$ cat src/rtl/io_periph.sv
// io_periph: memory-mapped board I/O (LEDs, seven-segment digits, debounced switches, cycle timer)
// Rev 1.0 - initial release
`default_nettype none

module io_periph #(
  parameter int DEBOUNCE_CYCLES = 16
) (
  input  logic        i_clk,
  input  logic        i_reset,
  input  logic [31:0] i_addr,
  input  logic [31:0] i_wdata,
  input  logic        i_wren,
  input  logic [3:0]  i_be,
  output logic [31:0] o_rdata,
  output logic        o_hit,
  input  logic [31:0] i_io_sw,
  output logic [31:0] o_io_ledr,
  output logic [31:0] o_io_ledg,
  output logic [6:0]  o_io_hex0,
  output logic [6:0]  o_io_hex1,
  output logic [6:0]  o_io_hex2,
  output logic [6:0]  o_io_hex3,
  output logic [6:0]  o_io_hex4,
  output logic [6:0]  o_io_hex5,
  output logic [6:0]  o_io_hex6,
  output logic [6:0]  o_io_hex7
);

  localparam int              CNT_W    = (DEBOUNCE_CYCLES > 1) ? $clog2(DEBOUNCE_CYCLES) : 1;
  localparam logic [CNT_W-1:0] CNT_LAST = CNT_W'(DEBOUNCE_CYCLES - 1);
  localparam logic [31:0]     HEX_RST  = 32'h7F7F7F7F;

  logic [31:0] ledr, ledg, hexlo, hexhi, timer;
  logic [31:0] sync1, sync2, sync2_prev, sw_stable;
  logic [CNT_W-1:0] cnt;

  // Only the 4 KiB page number selects a register; the page offset is don't-care.
  logic [19:0] page;
  logic        sel_ledr, sel_ledg, sel_hexlo, sel_hexhi, sel_sw, sel_timer;
  logic        unused_addr;

  assign page        = i_addr[31:12];
  assign unused_addr = ^i_addr[11:0];
  assign sel_ledr    = (page == 20'h10000);
  assign sel_ledg    = (page == 20'h10001);
  assign sel_hexlo   = (page == 20'h10002);
  assign sel_hexhi   = (page == 20'h10003);
  assign sel_sw      = (page == 20'h10010);
  assign sel_timer   = (page == 20'h10012);
  assign o_hit       = sel_ledr | sel_ledg | sel_hexlo | sel_hexhi | sel_sw | sel_timer;

  function automatic logic [31:0] be_merge(input logic [31:0] old_val,
                                           input logic [31:0] new_val,
                                           input logic [3:0]  be);
    logic [31:0] res;
    res = old_val;
    for (int b = 0; b < 4; b++) begin
      if (be[b]) res[8*b +: 8] = new_val[8*b +: 8];
    end
    return res;
  endfunction

  always_ff @(posedge i_clk or posedge i_reset) begin
    if (i_reset) begin
      ledr  <= '0;
      ledg  <= '0;
      hexlo <= HEX_RST;
      hexhi <= HEX_RST;
      timer <= '0;
    end else begin
      if (i_wren && sel_ledr)  ledr  <= be_merge(ledr, i_wdata, i_be);
      if (i_wren && sel_ledg)  ledg  <= be_merge(ledg, i_wdata, i_be);
      // Segment bit 7 of each byte has no digit behind it, so it is held at 0.
      if (i_wren && sel_hexlo) hexlo <= be_merge(hexlo, i_wdata, i_be) & HEX_RST;
      if (i_wren && sel_hexhi) hexhi <= be_merge(hexhi, i_wdata, i_be) & HEX_RST;
      if (i_wren && sel_timer) timer <= i_wdata;
      else                     timer <= timer + 32'd1;
    end
  end

  // Two-flop synchroniser followed by a whole-vector debounce qualifier.
  always_ff @(posedge i_clk or posedge i_reset) begin
    if (i_reset) begin
      sync1      <= '0;
      sync2      <= '0;
      sync2_prev <= '0;
      sw_stable  <= '0;
      cnt        <= '0;
    end else begin
      sync1      <= i_io_sw;
      sync2      <= sync1;
      sync2_prev <= sync2;
      if (sync2 != sync2_prev) begin
        cnt <= '0;
      end else if (sync2 == sw_stable) begin
        cnt <= '0;
      end else if (cnt == CNT_LAST) begin
        sw_stable <= sync2;
        cnt       <= '0;
      end else begin
        cnt <= cnt + 1'b1;
      end
    end
  end

  always_comb begin
    o_rdata = '0;
    if (sel_ledr)       o_rdata = ledr;
    else if (sel_ledg)  o_rdata = ledg;
    else if (sel_hexlo) o_rdata = hexlo;
    else if (sel_hexhi) o_rdata = hexhi;
    else if (sel_sw)    o_rdata = sw_stable;
    else if (sel_timer) o_rdata = timer;
  end

  assign o_io_ledr = ledr;
  assign o_io_ledg = ledg;
  assign o_io_hex0 = hexlo[6:0];
  assign o_io_hex1 = hexlo[14:8];
  assign o_io_hex2 = hexlo[22:16];
  assign o_io_hex3 = hexlo[30:24];
  assign o_io_hex4 = hexhi[6:0];
  assign o_io_hex5 = hexhi[14:8];
  assign o_io_hex6 = hexhi[22:16];
  assign o_io_hex7 = hexhi[30:24];

endmodule

`default_nettype wire

$ cat config.mk
export PLATFORM = sky130hd
export DESIGN_NAME = io_periph
export DESIGN_NICKNAME = d
export VERILOG_FILES = /design/src/rtl/io_periph.sv
export SDC_FILE = /design/constraint.sdc
export NUM_CORES = 1
export LEC_CHECK = 0
export ABC_AREA = 0
export BUFFER_PORTS_ARGS = -buffer_cell sky130_fd_sc_hd__buf_2
export CAP_MARGIN = 20
export CORE_MARGIN = 1
export CORE_UTILIZATION = 55
export CTS_CLUSTER_DIAMETER = 80
export DETAILED_ROUTE_END_ITERATION = 16
export PLACE_DENSITY = 0.83
export SLEW_MARGIN = 15
export SYNTH_ARGS = -nofsm -noshare
export SYNTH_HDL_FRONTEND = slang
export SYNTH_SLANG_ARGS = --single-unit
$ cat constraint.sdc
create_clock -name i_clk -period 10.9 [get_ports i_clk]
set_clock_uncertainty 0.1 [all_clocks]
set_input_delay 1.635 -clock i_clk [delete_from_list [all_inputs] [get_ports i_clk]]
set_output_delay 1.635 -clock i_clk [all_outputs]
set_load 0.01 [all_outputs]
# After elaboration in Yosys (flattened, before gate mapping)
# Cells that the tools add are included.
# classes
n_div	0
n_eq_ne	9
n_mul	0
order_cmp	0
mux	10
n_reduce_logical	22
addsub	2
shift	0
bitwise	7
# op_table
operator	count
$mux 32	7
$eq 20x17->1 const B	6
$add 32x1->32 const B	1
$eq 32x32->1	1
$ne 32x32->1	1
$reduce_and 2->1	16
$mux 4	3
$logic_and 1x1->1	5
$or 1x1->1	5
$add 4x1->4 const B	1
$eq 4x4->1 const B	1
$reduce_and 3->1	1
$not 1->1	2
# totals
ramBits	0
wordCells	72
latch_bits	0
out_inout_bits	153
n_memories	0
mem_bits_ro	0
ff_bits	284

# Longest topological paths before layout
# Gate-level depths: netlist of the first run.
# depth
ltp_word	7
mapped_depth	8

# Worst setup path after synthesis of the first run
# Ideal clock, no wire load.
# synth_path
kind	input -> output
start	in i_addr[14]
end	out o_rdata[0]
arrival_time_ns	3.196
n_path_buf	2
slack_ns	5.969
stages	8
cell_sequence	nor4_1 nand2_1 or3_1 buf_2 nor3_2 buf_2 a2bb2oi_1 a21oi_1
# synth_via
elab_chain_cells	7
elab_cells_between_ends	12
# synth_lines
element	line_no	rtl
start, declared	10	input logic [31:0] i_addr,
$eq 20x17->1	49	assign sel_timer = (page == 20'h10012);
$mux 32	113	else if (sel_timer) o_rdata = timer;
$mux 32	112	else if (sel_sw) o_rdata = sw_stable;
$mux 32	111	else if (sel_hexhi) o_rdata = hexhi;
$mux 32	110	else if (sel_hexlo) o_rdata = hexlo;
$mux 32	109	else if (sel_ledg) o_rdata = ledg;
$mux 32 *	108	if (sel_ledr) o_rdata = ledr;
end, declared	14	output logic [31:0] o_rdata,
# Every way passes the cells marked *; elsewhere a longest branch is shown, timed or not.

# Worst setup path after layout of the first run
# layout_path
start	in i_addr[24]
end	out o_rdata[5]
# The elaborated chain is that of the path after synthesis.

==> summary.md, run 1 <==
| Metric | Value |
|---|---|
| Status | finished clean |
| P_leak | 7.281 nW |
| TritonCTS Sinks | 284 |
| Worst EP arrival | 4.56 ns |
| Max-slew violations | 0 |
| Worst path bufs/invs | 3 |
| Unrepaired setup endpoints after global routing | false |
| Worst path top cell family by delay | simple AND/OR/NAND/NOR gates |
| Via Count | 9035 |
| Post-Route WL | 32.26 mm |
| R2R cell count | 7 |
| Commonest non-fill, non-tap cell in the layout | buf_2 |
| P&R area growth vs syn | 20.18% |
| Sw power | 480.8 µW |
| Area of the multi-input gates | 4918 µm² |
| Fillcell total | 1597 |
| Clock share of power | 0.467 |
| Num CTS Buffers | 28 |
| VDD IR-drop max | 0.0001626 V |
| CP max-delay cell | nand3b_1 |
| Relative max-transition margin | 0.2259 |
| Core Footprint | 21890 µm² |
| Setup bufs post-CTS | 0 |
| Detail Route Antenna Nets | 0 |
| Via-per-instance ratio | 5.932 |
| Final hold vios | 0 |
| Yosys warns | 0 |
| Crit path max fanout | 29 |
| Die width | 151.9 µm |
| Post-route cell area | 14840 µm² |
| Worst Hold Launch | sync1[17] |
| Die span in y | 151.9 µm |
| Pwr dens | 148.8 nW/µm² |
| Dominant synthesized flop cell | dfrtp_1 |
| Cell variety after synth | 45 |
| Post-route worst setup slack | 4.600 ns |
| Total track usage | 0.2819 |
| Endpoints failing setup | 0 |
| Slack of the worst reg-to-reg path | 7.87 ns |
| CP endpoint kind | primary output |
| Max H-tree Level | 1 |
| Tcrit/Tclk final | 0.5780 |
| CTS Buffer Depth | 3 |
| Post-Syn Nets | 1083 |
| Power Total | 2.208 mW |
| Reg2Reg Capture Point | sw_stable[17] |
| Most frequent cells in the layout | buf_2 (243), dfrtp_1 (228), mux2_2 (133), nor2_1 (85), a21oi_1 (82) |
| Cts hold-fix bufs | 0 |
| Total grt overflow | 0 |
| Finished Layout Cells | 1523 |
| Crit path from | i_addr[24] |
| Max stage delay on crit path | 0.88 ns |
| Pint | 1.727 mW |
| Hold crit path type | flop to flop |
| Dpl ws | 4.491 ns |
| Core Rows | 54 |
| Mapped cell area | 12350 µm² |
| Antenna violations before repair | 4 |
| Async SR Flop Fraction | 1.000 |
| Maxcap violations | 0 |
| Crit-path most repeated cell | buf_2 |
| Drt pass-1 iters | 5 |
| CTS tree | built |
| Startpoint types | input pin |
| Avg Cell Area, Syn | 12.63 µm² |
| CP endpoint | o_rdata[5] |
| Register area | 7177 µm² |
| Post_cts resized | 0 |
| Starting Density | 0.5642 |
| Sequential power share | 0.493 |
| Die ar. | 23060 µm² |
| Placed cell area | 13810 µm² |
| Pin count of the biggest net entering global routing | 190 |
| Tmin final | 6.300 ns |
| Worst-margin pin slew | 1.158 ns |
| CP required | 9.17 ns |
| Root Driver | clkbuf_16 |
| Register area share after synthesis | 0.5811 |
| First-pass GRT wire length | 51.27 mm |
| DP Cell Count | 1465 |
| IO Pins | 256 |
| Synthesized flop and latch total | 284 |
| Comb power frac | 0.040 |
| Critical path type | input pin to primary output |
| RR Startpoint | sync2[31] |
| CP Cell Sequence | buf_2 > nor4_1 > nand2_1 > nor3_2 > buf_4 > nand3b_1 > nor2_1 > a21oi_1 > buf_2 |
| FMAX | 158.7 MHz |
| Buffers on Ports | 243 |
| Critical path depth in cells | 9 |
| Worst skew pair latency | 0.54 ns |
| Drt initial violations | 875 |
| Post-DR wirelength/cell | 21.18 µm |
| Setup TNS | 0 ns |
| Fraction of layout cells with a size suffix above 1 | 0.4092 |
| Hpwl dp | 21.96 mm |
| RePlAce Congestion | 0.9078 |
| Mapped Cells | 978 |
| EDFF count, synth | 0 |
| Vias in the first global route | 9186 |
| Nets | 1322 |
| Clock Pin Slew Worst Setup and Hold Paths | 0.06 ns |
| DR DRC count | 0 |
| Switching share of power | 0.2177 |
-- flip-flops by register name, indices dropped and copies added, names as in the netlist --
register and cells:
cnt 4, hexhi 28, hexlo 28, o_io_ledg 32, o_io_ledr 32, sw_stable 32, sync1 32, sync2 32
sync2_prev 32, timer 32
-- power groups by stage --
stage          clock [mW]  combinational (mW)  sequential [mW]
2_1_floorplan           0              0.0479             1.10
3_3_place_gp            0              0.0859             1.11
3_5_place_dp            0              0.0875             1.11
4_1_cts              1.05              0.0887             1.09
5_1_grt              1.09              0.0979             1.09
6_report             1.03              0.0883             1.09
-- final cells by class --
| class | count | share of cell area |
|---|---|---|
| multi-input combinational | 630 | 0.3314 |
| clock inverter | 12 | 0.01391 |
| sequential | 284 | 0.4835 |
| antenna | 4 | 0.0006744 |
| inverter | 21 | 0.005816 |
| tap | 280 | 0.02360 |
| timing repair buffer | 252 | 0.08809 |
| clock buffer | 40 | 0.05302 |
-- per-stage QoR --
step	utilization	hold WS (ns)
final	0.6780	0.2418
after global routing	0.6780	0.2425
after CTS	0.6764	0.2402
after detailed placement	0.6310	0.2347
after global placement	0.6310	0.2347
after floorplan	-	0.2312
-- logic make-up (layout without fill, tap and decap cells) --
logic type / after synthesis / count (layout) / share of synthesized area
simple gates: 194 / 194 / 0.08206
flops: 284 / 284 / 0.5811
compound gates: 153 / 153 / 0.08003
xor+xnor: 96 / 96 / 0.06808
fa+ha+maj: 2 / 2 / 0.002026
other cells: 0 / 4 / 0
mux: 185 / 185 / 0.1654
buf+inv: 64 / 325 / 0.02128
-- Yosys cell counts, types with 2 or more instances --
cell	count	area [µm²]
nor3b_1	3	22.52
xor2_1	49	429.2
and4_1	5	43.79
nand2_1	15	56.30
a22oi_1	9	67.56
nand4_1	22	137.6
nand3b_1	2	15.01
a21oi_1	82	410.4
nand2_2	12	75.07
a32oi_1	18	157.7
mux2_2	133	1498
buf_1	4	15.01
a31oi_1	4	25.02
dfrtp_1	228	5705
mux2i_1	32	320.3
and3_1	7	43.79
inv_1	21	78.83
dfstp_2	56	1471
nand3_1	11	55.05
clkbuf_1	21	78.83
nor2b_1	3	18.77
o22ai_1	9	56.30
buf_2	18	90.09
nor3_1	4	20.02
a2bb2oi_1	18	157.7
ha_1	2	25.02
xnor2_1	47	411.6
a22o_1	10	87.58
nor4_1	13	81.33
or2_2	2	12.51
mux2_1	20	225.2
nor2_1	85	319.1
-- routing by layer --
metal  vias up  GRT usage  wire, µm
li1       3973          -         -
met1      4498     0.3895     13500
met2       466     0.4439     15090
met3        98    0.04735      2358
met4         0     0.1186      1313
met5         -          0         0
-- worst min path at each step --
| stage | end | cells after the start |
|---|---|---|
| floorplan | sync2[0] | 0 |
| global placement | sync2[15] | 0 |
| detailed placement | sync2[31] | 0 |
| CTS | sync2[17] | 0 |
| global route | sync2[17] | 0 |
| finish | sync2[17] | 0 |
Note: power is estimated with default switching activity, not from simulation.
==> inputs of run 2 (changes only) <==
--- a/config.mk
+++ b/config.mk
@@ -5,7 +5,7 @@
 export SDC_FILE = /design/constraint.sdc
 export NUM_CORES = 1
 export LEC_CHECK = 0
-export ABC_AREA = 0
+export ABC_AREA = 1
 export BUFFER_PORTS_ARGS = -buffer_cell sky130_fd_sc_hd__buf_2
 export CAP_MARGIN = 20
 export CORE_MARGIN = 1
==> constraint.sdc (replaced) <==
create_clock -name i_clk -period 6.5 [get_ports i_clk]
set_clock_uncertainty 0.1 [all_clocks]
set_input_delay 0.975 -clock i_clk [delete_from_list [all_inputs] [get_ports i_clk]]
set_output_delay 0.975 -clock i_clk [all_outputs]
set_load 0.01 [all_outputs]
==> summary.md, run 2 <==
| Metric | Value |
|---|---|
| Nets | 1806 |
| Mapped cell area | 12880 µm² |
| Setup bufs post-CTS | 0 |
| Die ar. | 24030 µm² |
| Most frequent cells in the layout | nand2_1 (421), buf_2 (243), dfrtp_1 (228), nor2_1 (122), inv_1 (107) |
| Worst skew pair latency | 0.56 ns |
| Power Total | 3.686 mW |
| Dominant synthesized flop cell | dfrtp_1 |
| Clock Pin Slew Worst Setup and Hold Paths | 0.06 ns |
| Worst-margin pin slew | 0.9936 ns |
| Final hold vios | 0 |
| Num CTS Buffers | 30 |
| P_leak | 7.650 nW |
| Share of the synthesized area in the top cell type | 0.4430 |
| Total grt overflow | 0 |
| Most frequent cells after synthesis | nand2_1 (421), dfrtp_1 (228), nor2_1 (122), inv_1 (108), o21ai_0 (95) |
| Setup TNS | 0 ns |
| Avg Cell Area, Syn | 8.761 µm² |
| Core Footprint | 22780 µm² |
| Drt initial violations | 950 |
| Tmin final | 5.034 ns |
| Die span in y | 155.0 µm |
| Status | finished clean |
| P&R area growth vs syn | 19.09% |
| Post_cts resized | 0 |
| CP Cell Sequence | buf_2 > nor2_1 > nand2_1 > nor2_4 > inv_2 > nor2_8 > nand3_2 > inv_1 > a21oi_1 > a31oi_1 > buf_2 |
| Total track usage | 0.2889 |
| CTS tree | built |
| Pint | 2.854 mW |
| Top-count cell post-synth | nand2_1 |
| Post-DR wirelength/cell | 16.90 µm |
| First-pass GRT wire length | 54.42 mm |
| Register area share after synthesis | 0.5573 |
| Yosys warns | 0 |
| Worst EP arrival | 3.96 ns |
| Post-Route WL | 34.46 mm |
| Unrepaired setup endpoints after global routing | false |
| Detail Route Antenna Nets | 0 |
| RePlAce Congestion | 0.8863 |
| Largest cells by area after synthesis | dfrtp_1 (44%), nand2_1 (12%), dfstp_2 (11%), o21ai_0 (3.7%), nor2_1 (3.6%) |
| Tcrit/Tclk final | 0.7745 |
| Root Driver | clkbuf_16 |
| Starting Density | 0.5654 |
| Endpoints failing setup | 0 |
| Post-Syn Nets | 1575 |
| Max stage delay on crit path | 0.95 ns |
| FMAX | 198.6 MHz |
| Relative max-transition margin | 0.3368 |
| Pwr dens | 240.3 nW/µm² |
| Max H-tree Level | 1 |
| Commonest non-fill, non-tap cell in the layout | nand2_1 |
| Cell taking the most area after synthesis | dfrtp_1 |
| Startpoint types | input pin |
| Fraction of layout cells with a size suffix above 1 | 0.2551 |
| Hold crit path type | flop to flop |
| Crit path max fanout | 23 |
| Antenna violations before repair | 1 |
| DR DRC count | 0 |
| Mapped Cells | 1470 |
| TritonCTS Sinks | 284 |
| Via Count | 11000 |
| Switching share of power | 0.2258 |
| Clock share of power | 0.467 |
| Cts hold-fix bufs | 0 |
| Drt pass-1 iters | 7 |
| Worst path bufs/invs | 4 |
| Sequential power share | 0.495 |
| Buffers on Ports | 243 |
| CP endpoint kind | primary output |
| VDD IR-drop max | 0.0002224 V |
| Sw power | 832.3 µW |
| CTS Buffer Depth | 3 |
| Via-per-instance ratio | 5.394 |
| EDFF count, synth | 0 |
| Pin count of the biggest net entering global routing | 139 |
| Max-slew violations | 0 |
| Final core occ | 0.6733 |
| Async SR Flop Fraction | 1.000 |
| CP required | 5.42 ns |
| IO Pins | 256 |
| Synthesized flop and latch total | 284 |
| Hpwl dp | 24.42 mm |
| Critical path type | input pin to primary output |
| Crit-path most repeated cell | buf_2 |
| CP max-delay cell | inv_1 |
| Vias in the first global route | 10610 |
| Comb power frac | 0.038 |
| Worst path top cell family by delay | buffers and inverters |
| Maxcap violations | 0 |
| Die width | 155.0 µm |
| Core Rows | 55 |
| Cell variety after synth | 38 |
-- run 2: final timing paths --
check / start / cells after the start / end / slack [ns]
worst min-delay path: sync1[10] / 0 / sync2[10] / 0.24
max in group asynchronous: i_reset / 3 / o_io_ledr[17] / 4.82
worst min register to register: sync1[10] / 0 / sync2[10] / 0.24
min in group asynchronous: i_reset / 2 / sync1[13] / 0.33
worst max-delay path: i_addr[20] / 11 / o_rdata[15] / 1.47
worst max register to register: sync2[11] / 10 / sw_stable[24] / 3.93
-- run 2: final cells by class --
cell class,count,area (µm²)
fillers,1790,7441
flip-flops and latches,284,7177
multi-input cells,1020,5014
repair buffers,251,1309
clock buffers,38,842.1
inverters,114,431.7
well taps,313,391.6
clock inverters,18,170.2
diodes,1,2.502
-- run 2: worst reg2reg max path: stages, from the launching register on --
cell	delay, ns
dfrtp_1	0.39
inv_1	0.11
nor2_1	0.06
nor3_1	0.18
nand2_1	0.10
nor3_1	0.17
nand2_1	0.12
nor2_2	0.16
nand3_2	0.49
buf_16	0.38
o21ai_0	0.22
-- run 2: logic make-up after synthesis --
| logic type | after synthesis | share of synthesized area |
|---|---|---|
| buffers and inverters | 166 | 0.05343 |
| AND/OR/NAND/NOR | 743 | 0.2573 |
| AO/OA/AOI/OAI | 217 | 0.09064 |
| XOR/XNOR | 58 | 0.03944 |
| adder cells (fa/ha/maj) | 2 | 0.001943 |
| flip-flops | 284 | 0.5573 |
-- run 2: through the flow --
step | cell area, µm² | cells | worst slack [ns] | hold slack (ns)
6_report | 15340 | 2039 | 1.466 | 0.2426
5_1_grt | 15340 | 2039 | 1.290 | 0.2479
4_1_cts | 15310 | 2037 | 1.540 | 0.2464
3_5_place_dp | 14300 | 1981 | 1.548 | 0.2347
3_3_place_gp | 14300 | 1981 | 1.667 | 0.2339
2_1_floorplan | 12880 | 1470 | 1.707 | 0.2312
-- run 2: power groups by stage --
| stage | Combinational, mW | Clock [mW] | Sequential, mW |
|---|---|---|---|
| after CTS | 0.144 | 1.74 | 1.82 |
| after detailed placement | 0.143 | 0 | 1.86 |
| after floorplan | 0.0839 | 0 | 1.85 |
| after global routing | 0.162 | 1.81 | 1.83 |
| after global placement | 0.139 | 0 | 1.85 |
| final | 0.142 | 1.72 | 1.82 |
-- run 2: metal layers --
metal / part of all wire / global-route usage
met1: 0.41 / 0.3802
met2: 0.46 / 0.4663
met3: 0.087 / 0.06602
met4: 0.038 / 0.1141
met5: 0 / 0
